**config.mk**
```make
export PLATFORM = sky130hd
export DESIGN_NAME = plot_stream_sink
export DESIGN_NICKNAME = d
export VERILOG_FILES = /design/src/rtl/plot_stream_sink_pkg.sv /design/src/rtl/plot_stream_sink_fifo.sv /design/src/rtl/plot_stream_sink.sv
export SDC_FILE = /design/constraint.sdc
export NUM_CORES = 1
export LEC_CHECK = 0
export CORE_MARGIN = 2
export CORE_UTILIZATION = 60
export DETAILED_ROUTE_END_ITERATION = 12
export MAX_ROUTING_LAYER = met4
export PLACE_DENSITY = 0.85
export SLEW_MARGIN = 20
export SYNTH_ARGS = -nofsm -noshare
export SYNTH_HDL_FRONTEND = slang
export SYNTH_HIERARCHICAL = 1
export SYNTH_SLANG_ARGS = --single-unit
```
**constraint.sdc**
```tcl
create_clock -name CLK -period 4.9 [get_ports CLK]
set_input_delay 0.98 -clock CLK [delete_from_list [all_inputs] [get_ports CLK]]
set_output_delay 0.98 -clock CLK [all_outputs]
set_load 0.005 [all_outputs]
```
**src/rtl/plot_stream_sink_pkg.sv**
```systemverilog
// Shared constants for the pixel-plot path: screen geometry, pixel format and
// the shift-add form of the linear frame-buffer address (y*160 + x).
package plot_stream_sink_pkg;

  localparam int H_RES            = 160;
  localparam int V_RES            = 120;
  localparam int PIXELS_PER_FRAME = H_RES * V_RES;
  localparam int COLOUR_W         = 3;
  localparam int ADDR_W           = 15;
  localparam int FIFO_DEPTH       = 4;

  // y*160 = (y<<7) + (y<<5); the sweep generators use the same pair
  localparam int ADDR_Y_SHIFT_HI = 7;
  localparam int ADDR_Y_SHIFT_LO = 5;

  // Linear address of (x, y), returned 32 bits wide so callers can size it
  function automatic logic [31:0] xy_to_addr(input logic [7:0] x, input logic [6:0] y);
    logic [31:0] y_ext;
    logic [31:0] x_ext;
    y_ext = {25'd0, y};
    x_ext = {24'd0, x};
    return (y_ext << ADDR_Y_SHIFT_HI) + (y_ext << ADDR_Y_SHIFT_LO) + x_ext;
  endfunction

endpackage

```
**src/rtl/plot_stream_sink_fifo.sv**
```systemverilog
// Small synchronous FIFO with occupancy count. DEPTH must be a power of two
// so the read/write pointers wrap on their own. Head entry is read
// combinationally; push and pop on the same edge leave occupancy unchanged.
module small_sync_fifo #(
  parameter int WIDTH = 8,
  parameter int DEPTH = 4
) (
  input  logic                     CLK,
  input  logic                     resetn,
  input  logic                     push,
  input  logic [WIDTH-1:0]         din,
  input  logic                     pop,
  output logic [WIDTH-1:0]         dout,
  output logic                     full,
  output logic                     empty,
  output logic [$clog2(DEPTH):0]   count
);

  localparam int PTR_W = $clog2(DEPTH);

  logic [WIDTH-1:0] mem [DEPTH];
  logic [PTR_W-1:0] wr_ptr;
  logic [PTR_W-1:0] rd_ptr;
  logic [PTR_W:0]   count_q;

  // Storage array; contents are don't-care while the entry is not occupied
  always_ff @(posedge CLK) begin
    if (push) mem[wr_ptr] <= din;
  end

  // Pointers and occupancy
  always_ff @(posedge CLK) begin
    if (!resetn) begin
      wr_ptr  <= '0;
      rd_ptr  <= '0;
      count_q <= '0;
    end else begin
      if (push) wr_ptr <= wr_ptr + 1'b1;
      if (pop)  rd_ptr <= rd_ptr + 1'b1;
      case ({push, pop})
        2'b10:   count_q <= count_q + 1'b1;
        2'b01:   count_q <= count_q - 1'b1;
        default: count_q <= count_q;
      endcase
    end
  end

  assign dout  = mem[rd_ptr];
  assign count = count_q;
  assign full  = (count_q == (PTR_W+1)'(DEPTH));
  assign empty = (count_q == '0);

endmodule

```
**src/rtl/plot_stream_sink.sv**
```systemverilog
// Receiving end of the pixel-plot interface: range-checks each pixel, turns
// it into a frame-buffer address, buffers it and issues one write per cycle
// to the frame-buffer port while it is not stalled. Counts writes per frame
// and pulses frame_done on the last write of a full frame.
//
// Handshake: a pixel (x_in, y_in, colour_in) is transferred on a rising CLK
// edge where plot=1 and ready=1. ready depends only on FIFO occupancy, never
// on plot, so the generator must hold its pixel stable until that edge.
// Out-of-range pixels still complete the handshake but are only counted.
module plot_stream_sink
  import plot_stream_sink_pkg::*;
#(
  parameter int H_RES      = plot_stream_sink_pkg::H_RES,
  parameter int V_RES      = plot_stream_sink_pkg::V_RES,
  parameter int COLOUR_W   = plot_stream_sink_pkg::COLOUR_W,
  parameter int FIFO_DEPTH = plot_stream_sink_pkg::FIFO_DEPTH,
  parameter int ADDR_W     = plot_stream_sink_pkg::ADDR_W
) (
  input  logic                CLK,
  input  logic                resetn,
  input  logic                plot,
  input  logic [7:0]          x_in,
  input  logic [6:0]          y_in,
  input  logic [COLOUR_W-1:0] colour_in,
  output logic                ready,
  output logic [ADDR_W-1:0]   mem_addr,
  output logic [COLOUR_W-1:0] mem_data,
  output logic                mem_we,
  input  logic                mem_busy,
  output logic                frame_done,
  output logic [ADDR_W-1:0]   pixel_count,
  output logic [7:0]          drop_count
);

  localparam int ENTRY_W      = ADDR_W + COLOUR_W;
  localparam int FRAME_PIXELS = H_RES * V_RES;

  logic                        fifo_full;
  logic                        fifo_empty;
  logic [$clog2(FIFO_DEPTH):0] fifo_count;
  logic                        fifo_count_unused;
  logic [ENTRY_W-1:0]          fifo_din;
  logic [ENTRY_W-1:0]          fifo_dout;
  logic                        accept;
  logic                        in_range;
  logic                        push;
  logic                        pop;
  logic                        last_of_frame;

  assign ready    = !fifo_full;
  assign accept   = plot && ready;
  assign in_range = (x_in < 8'(H_RES)) && (y_in < 7'(V_RES));
  assign push     = accept && in_range;
  assign pop      = !fifo_empty && !mem_busy;
  assign fifo_din = {ADDR_W'(xy_to_addr(x_in, y_in)), colour_in};

  // Occupancy is only needed inside the FIFO for full/empty
  assign fifo_count_unused = ^fifo_count;

  assign last_of_frame = (pixel_count == ADDR_W'(FRAME_PIXELS - 1));

  small_sync_fifo #(
    .WIDTH (ENTRY_W),
    .DEPTH (FIFO_DEPTH)
  ) u_fifo (
    .CLK    (CLK),
    .resetn (resetn),
    .push   (push),
    .din    (fifo_din),
    .pop    (pop),
    .dout   (fifo_dout),
    .full   (fifo_full),
    .empty  (fifo_empty),
    .count  (fifo_count)
  );

  // Issue stage: pop the head into the registered write port and count frames
  always_ff @(posedge CLK) begin
    if (!resetn) begin
      mem_we      <= 1'b0;
      mem_addr    <= '0;
      mem_data    <= '0;
      frame_done  <= 1'b0;
      pixel_count <= '0;
    end else begin
      mem_we     <= pop;
      frame_done <= 1'b0;
      if (pop) begin
        mem_addr <= fifo_dout[ENTRY_W-1:COLOUR_W];
        mem_data <= fifo_dout[COLOUR_W-1:0];
        if (last_of_frame) begin
          pixel_count <= '0;
          frame_done  <= 1'b1;
        end else begin
          pixel_count <= pixel_count + 1'b1;
        end
      end
    end
  end

  // Saturating count of accepted pixels that fell outside the screen
  always_ff @(posedge CLK) begin
    if (!resetn) begin
      drop_count <= '0;
    end else if (accept && !in_range && (drop_count != 8'hFF)) begin
      drop_count <= drop_count + 1'b1;
    end
  end

endmodule

```
==> run metrics, run 1 <==
Post-CTS Setup Bufs=0; Leakage=~2.4 nW; sequential fraction of the synthesis area=about three fifths; Worst Reg-to-Reg Cells=11; initial antenna violation count=0; Synth cell types=51; CP Class=in -> reg; Boundary Pins=66; number of global-route vias before repair=3582; Synth async-reset ratio=0%; final worst slack=approximately 1.7 ns; reg-to-reg startpoint=u_fifo/count[0]; CTS Sinks=124; pre-CTS WS=1.328 ns; Initial Util=61.79%; max-cap check violation count=0; Critical Path End Type=flip-flop; RSZ-0062 raised after global routing=false; clock-pin slew on the worst setup and hold paths=~0.050 ns; Final Hold Viols=0; die span in x=around 100 µm; crit path time final=about 3.2 ns; status=complete, no violations; Via density=between 6 and 7; Worst Tran Pin Value=1.006 ns; gr usage total=26.32%; TritonCTS Buffers=17; combinational group share of total power=19.4%; row count=34; reg2reg setup slack=2.28 ns; Setup TNS=0 ns; largest area contributor in the netlist=edfxtp_1; TritonCTS clock tree=built; PD cells=484.1 nW/µm²; mapped cell area=5389 µm²; Max Slew Vio Count=0; DPL Wire Length=just over 7000 µm; CTS resizes=0; first-pass GRT wire length=18820 µm; reg2reg end=u_fifo/count[2]; CP Data Required Time=around 5.3 ns; Routed WL=11780 µm; Remaining DRCs=0; vias=3627; Worst Hold Depth=2; skew final=0.008177 ns; Yosys warnings=6; post-synth top area share=40.12%; drt wl/cell=19.50 µm; placed inst area=6107 µm²; CP max FO=7; sequential share of power=41.2%; Pwr Total=3.251 mW; total gr overflow=0; first-pass detailed-route iteration total=7; Die Y-Extent=slightly below 100 µm; WHS Endpoint=mem_data[2]; fin crit share=between 60% and 70%; hold_ws=0.4603 ns; Hold Path Origin=mem_data[2]; final core occ=77.00%; sw frac=between 20% and 30%; H-tree levels=4; Final setup viols=0; area of the core=8721 µm²; number of hold-repair buffers added at the cts stage=0; Clk Latency, worst-skew pair=0.52 ns; I/O Buffers=65; synth top area cells=edfxtp_1, dfxtp_1, ha_1; nets=~530; internal power=2.386 mW; CP arrival=3.59 ns; ant diodes=0; Inst Count DP=572; Routed Antenna Nets=0; cell count after synthesis=411; Die ar.=between 9000 and 10000 µm²; startpoint types=input port; Initial DRC Count=360; maximum clock path buffer count=2; Design Area, Final=6715 µm²; Post-synth EDFFs=72; clock network power share=around 39%; root buffer selected by CTS=clkbuf_8; HP Class=reg -> reg; syn avg cell area=13.11 µm²; Synth-to-Final Area Change=24.61%; fmax=0.3167 GHz; relative slew slack=32.90%; fin cells=roughly 600; GP Congestion=0.8560; post-synthesis register bit count=roughly 120; top_reg_cell synth=edfxtp_1; largest net degree at the start of global routing=43; syn nets=456; maximum vdd drop=0.3349 mV; Psw=0.8652 mW; layout cells sized above 1=9.274%
-- critical path, stage by stage --
cell             delay (ns)
clkdlybuf4s50_1        0.43
o21ai_0                0.42
nand2_1                0.14
nor2_1                 0.40
inv_1                  0.10
ha_1                   0.25
inv_1                  0.09
fa_1                   0.19
xor2_1                 0.10
or3_1                  0.32
a21boi_0               0.17
-- per-layer routing --
metal / vias up / share of wire, % / track usage (%)
met5: - / 0 / -
met4: 0 / 3.1 / 11.17
met3: 32 / 5.4 / 6.028
met2: 143 / 52 / 43.19
met1: 1800 / 40 / 31.44
li1: 1652 / - / -
-- cell type report --
cell class	instances	area (µm²)
tap	108	135.1
timing repair buffer	67	665.6
clock buffer	20	435.4
inverter	18	67.56
clock inverter	12	171.4
sequential	124	3204
multi-input combinational	255	2036
fill	488	2006
-- how the worst max path moves through the flow --
stage,endpoint,cells after the start,start
5_1_grt,u_fifo/count[2],11,x_in[6]
3_3_place_gp,u_fifo/mem[3][7],5,x_in[6]
6_report,u_fifo/count[2],11,x_in[6]
4_1_cts,u_fifo/count[2],11,x_in[6]
2_1_floorplan,u_fifo/count[2],10,mem_busy
3_5_place_dp,u_fifo/mem[2][7],5,x_in[6]
-- cell families after synthesis --
logic type      count (synthesis)  synth area share (%)
simple gates                  137                 12.91
compound gates                 49                 6.339
mux                            24                 9.194
xor+xnor                       22                 3.576
flops                         124                 59.44
buf+inv                        32                 2.786
fa+ha+maj                      23                 5.758
-- synthesized netlist by cell type (6+ instances only) --
library cell / instances
inv_1: 18
edfxtp_1: 72
mux4_2: 10
ha_1: 20
and2_1: 12
nand3_1: 12
nor4_1: 8
xnor2_1: 14
nand2_1: 50
xor2_1: 8
dfxtp_1: 52
mux2i_1: 6
nand4_1: 7
a21boi_0: 22
nor2_1: 21
clkbuf_1: 7
o21ai_0: 9
mux4_1: 8
-- layout by cell type (no fill, tap or decap), drive strengths merged, types with 2 or more instances in the layout --
cell type,netlist,routed
and2,12,12
dfxtp,52,52
nor4,8,8
a21o,2,2
mux2i,6,6
clkinvlp,0,2
buf,7,2
inv,18,18
nand2,50,50
fa,3,3
a21boi,23,23
xnor2,14,14
a21oi,3,3
mux4,18,18
xor2,8,8
or3,3,3
ha,20,20
a211oi,2,2
bufinv,0,4
nor2b,5,5
nor3,3,3
nand4,8,8
o21ai,10,10
nor2,21,21
clkdlybuf4s50,0,65
o211a,2,2
clkinv,0,6
nand2b,5,5
nand3,12,12
edfxtp,72,72
clkbuf,7,20
-- state kept, by name, indices dropped and copies added (netlist names), named ones only --
| name | cells |
|---|---|
| drop_count | 8 |
| frame_done | 1 |
| mem_addr | 15 |
| mem_data | 3 |
| mem_we | 1 |
| pixel_count | 15 |
| u_fifo/count | 3 |
| u_fifo/mem | 72 |
| u_fifo/rd_ptr | 2 |
| u_fifo/wr_ptr | 2 |
-- power groups by stage --
stage	Combinational [mW]	Sequential, mW	Clock [mW]
after floorplan	0.440	1.30	0
after global placement	0.568	1.35	0
after detailed placement	0.593	1.36	0
after CTS	0.625	1.34	1.29
after global routing	0.678	1.35	1.34
final	0.630	1.34	1.28
Power figures use the tool's default switching activity.
==> run 2: changes to the inputs <==
--- a/config.mk
+++ b/config.mk
@@ -6,10 +6,10 @@
 export NUM_CORES = 1
 export LEC_CHECK = 0
 export CORE_MARGIN = 2
-export CORE_UTILIZATION = 60
+export CORE_UTILIZATION = 50
 export DETAILED_ROUTE_END_ITERATION = 12
 export MAX_ROUTING_LAYER = met4
-export PLACE_DENSITY = 0.85
+export PLACE_DENSITY = 0.76
 export SLEW_MARGIN = 20
 export SYNTH_ARGS = -nofsm -noshare
 export SYNTH_HDL_FRONTEND = slang
==> constraint.sdc (replaced) <==
create_clock -name CLK -period 2.59 [get_ports CLK]
set_input_delay 0.518 -clock CLK [delete_from_list [all_inputs] [get_ports CLK]]
set_output_delay 0.518 -clock CLK [all_outputs]
set_load 0.005 [all_outputs]
==> run metrics, run 2 (synthesis results as in run 1) <==
Initial DRC Count=201 (-44%); HP Class=reg -> reg; DPL Wire Length=7390 µm (+2.8%); Die Y-Extent=107.8 µm (+9.2%); CP Data Required Time=3.01 ns (-2.32 ns); crit path time final=2.459 ns; max FFs per register=72 (unchanged); fin crit share=94.94%; GP Congestion=0.8991 (+5.0%); fin cells=665 (+10%); clock-pin slew on the worst setup and hold paths=0.06 ns (about the same); ant diodes=0 (unchanged); Via density=5.411 (-9.9%); startpoint types=input port; TritonCTS Buffers=17 (unchanged); Routed Antenna Nets=0 (unchanged); Leakage=2.544 nW (+8.1%); Final setup viols=0 (unchanged); initial antenna violation count=0 (unchanged); relative slew slack=56.71% (+24 points); root buffer selected by CTS=clkbuf_8; CP arrival=2.87 ns (-0.72 ns); maximum clock path buffer count=2 (unchanged); Die ar.=11620 µm² (+19%); layout cells sized above 1=15.88% (+6.6 points); Hold Path Origin=mem_addr[7]; Synth-to-Final Area Change=31.14%; total gr overflow=0 (unchanged); hold_ws=0.4633 ns (+0.002940 ns); maximum vdd drop=0.5244 mV (+57%); Max Slew Vio Count=0 (unchanged); gr usage total=20.71% (-5.6 points); largest net degree at the start of global routing=43 (unchanged); H-tree levels=4 (unchanged); Worst Tran Pin Value=0.6425 ns (-0.3639 ns); nets=561 (+6.3%); Clk Latency, worst-skew pair=0.51 ns (about the same); CTS Sinks=124 (unchanged); Boundary Pins=66 (unchanged); area of the core=10420 µm² (+19%); first-pass GRT wire length=17710 µm (-5.9%); die span in x=107.8 µm (+9.2%); max-cap check violation count=0 (unchanged); skew final=0.01057 ns (+0.002389 ns); status=complete, no violations; vias=3598 (-0.80%); drt wl/cell=16.34 µm (-16%); Pwr Total=6.319 mW (+94%); Post-CTS Setup Bufs=0 (unchanged); Routed WL=10870 µm (-7.7%); Top reg by flops=u_fifo/mem; CP Launch Point=x_in[6]; PD cells=894.2 nW/µm² (+85%); most frequent cells in the layout=edfxtp_1, clkdlybuf4s50_1, dfxtp_1; Remaining DRCs=0 (unchanged); Initial Util=51.74% (-10 points); first-pass detailed-route iteration total=4 (-3); commonest non-fill, non-tap cell in the layout=edfxtp_1; Critical Path End Type=flip-flop; CP max FO=2 (-5); largest registers=u_fifo/mem (72), mem_addr (15), pixel_count (15); Inst Count DP=633 (+11%); Final Hold Viols=0 (unchanged); reg-to-reg startpoint=u_fifo/count[0]; number of global-route vias before repair=3678 (+2.7%); row count=37 (+8.8%); CP Class=in -> reg; I/O Buffers=65 (unchanged); TritonCTS clock tree=built; fmax=slightly above 0.4 GHz
-- run 2: cell count changes in the layout (fill, tap and decap cells not counted), sizes merged --
cell      before  now
buf            2   35
inv           18   24
clkinv         6    1
clkbuf        20   17
bufinv         4    5
clkinvlp       2    3
-- run 2: repair_timing --
action,CTS,global route
hold buffers,0,0
endpoints found under the setup margin,0,8
resized for setup,0,3
endpoints found under the hold margin,0,0
-- run 2: path summary, 6_finish.rpt --
kind                     end  slack, ns  cells after the start
max reg2reg  u_fifo/count[2]       0.26                     11
min              mem_addr[7]       0.46                      2
min reg2reg      mem_addr[7]       0.46                      2
max          u_fifo/count[2]       0.13                     11
-- run 2: routing by layer --
| layer | up-vias | part of all wire, % | GRT usage (%) |
|---|---|---|---|
| met4 | 0 | 1.5 | 7.143 |
| met1 | 1760 | 44 | 25.51 |
| met5 | - | 0 | - |
| met3 | 14 | 4.2 | 5.327 |
| met2 | 95 | 50 | 33.42 |
| li1 | 1729 | - | - |
-- run 2: cell type report --
cell class,count,area [µm²]
clock inverters,15,234.0
well taps,136,170.2
fillers,753,3349
multi-input cells,255,2052
flip-flops and latches,124,3203
clock buffers,17,414.1
inverters,18,67.56
repair buffers,100,925.9
-- run 2: critical path, stage by stage --
cell and delay [ns]:
clkdlybuf4s50_1 0.42, o21ai_0 0.54, nand2_1 0.13, nor2_1 0.14
inv_1 0.06, ha_1 0.21, inv_1 0.08, fa_1 0.18
xor2_1 0.07, or3_1 0.30, a21boi_0 0.22
-- run 2: per-stage QoR --
stage,TNS [ns],area (µm²),setup WS [ns],util (%)
2_1_floorplan,0,5389,0.1018,-
3_3_place_gp,-6.497,6402,-0.3343,61.47
3_5_place_dp,-7.928,6402,-0.3631,61.47
4_1_cts,0,7051,0.1584,67.69
5_1_grt,-0.06815,7067,-0.02054,67.84
6_report,0,7067,0.1311,67.84
-- run 2: power by group --
group / total, mW / switching (mW) / leakage [nW] / internal [mW]
Sequential: 2.43 / 0.110 / 1.08 / 2.32
Combinational: 1.32 / 0.641 / 1.16 / 0.683
Clock: 2.56 / 0.884 / 0.307 / 1.68
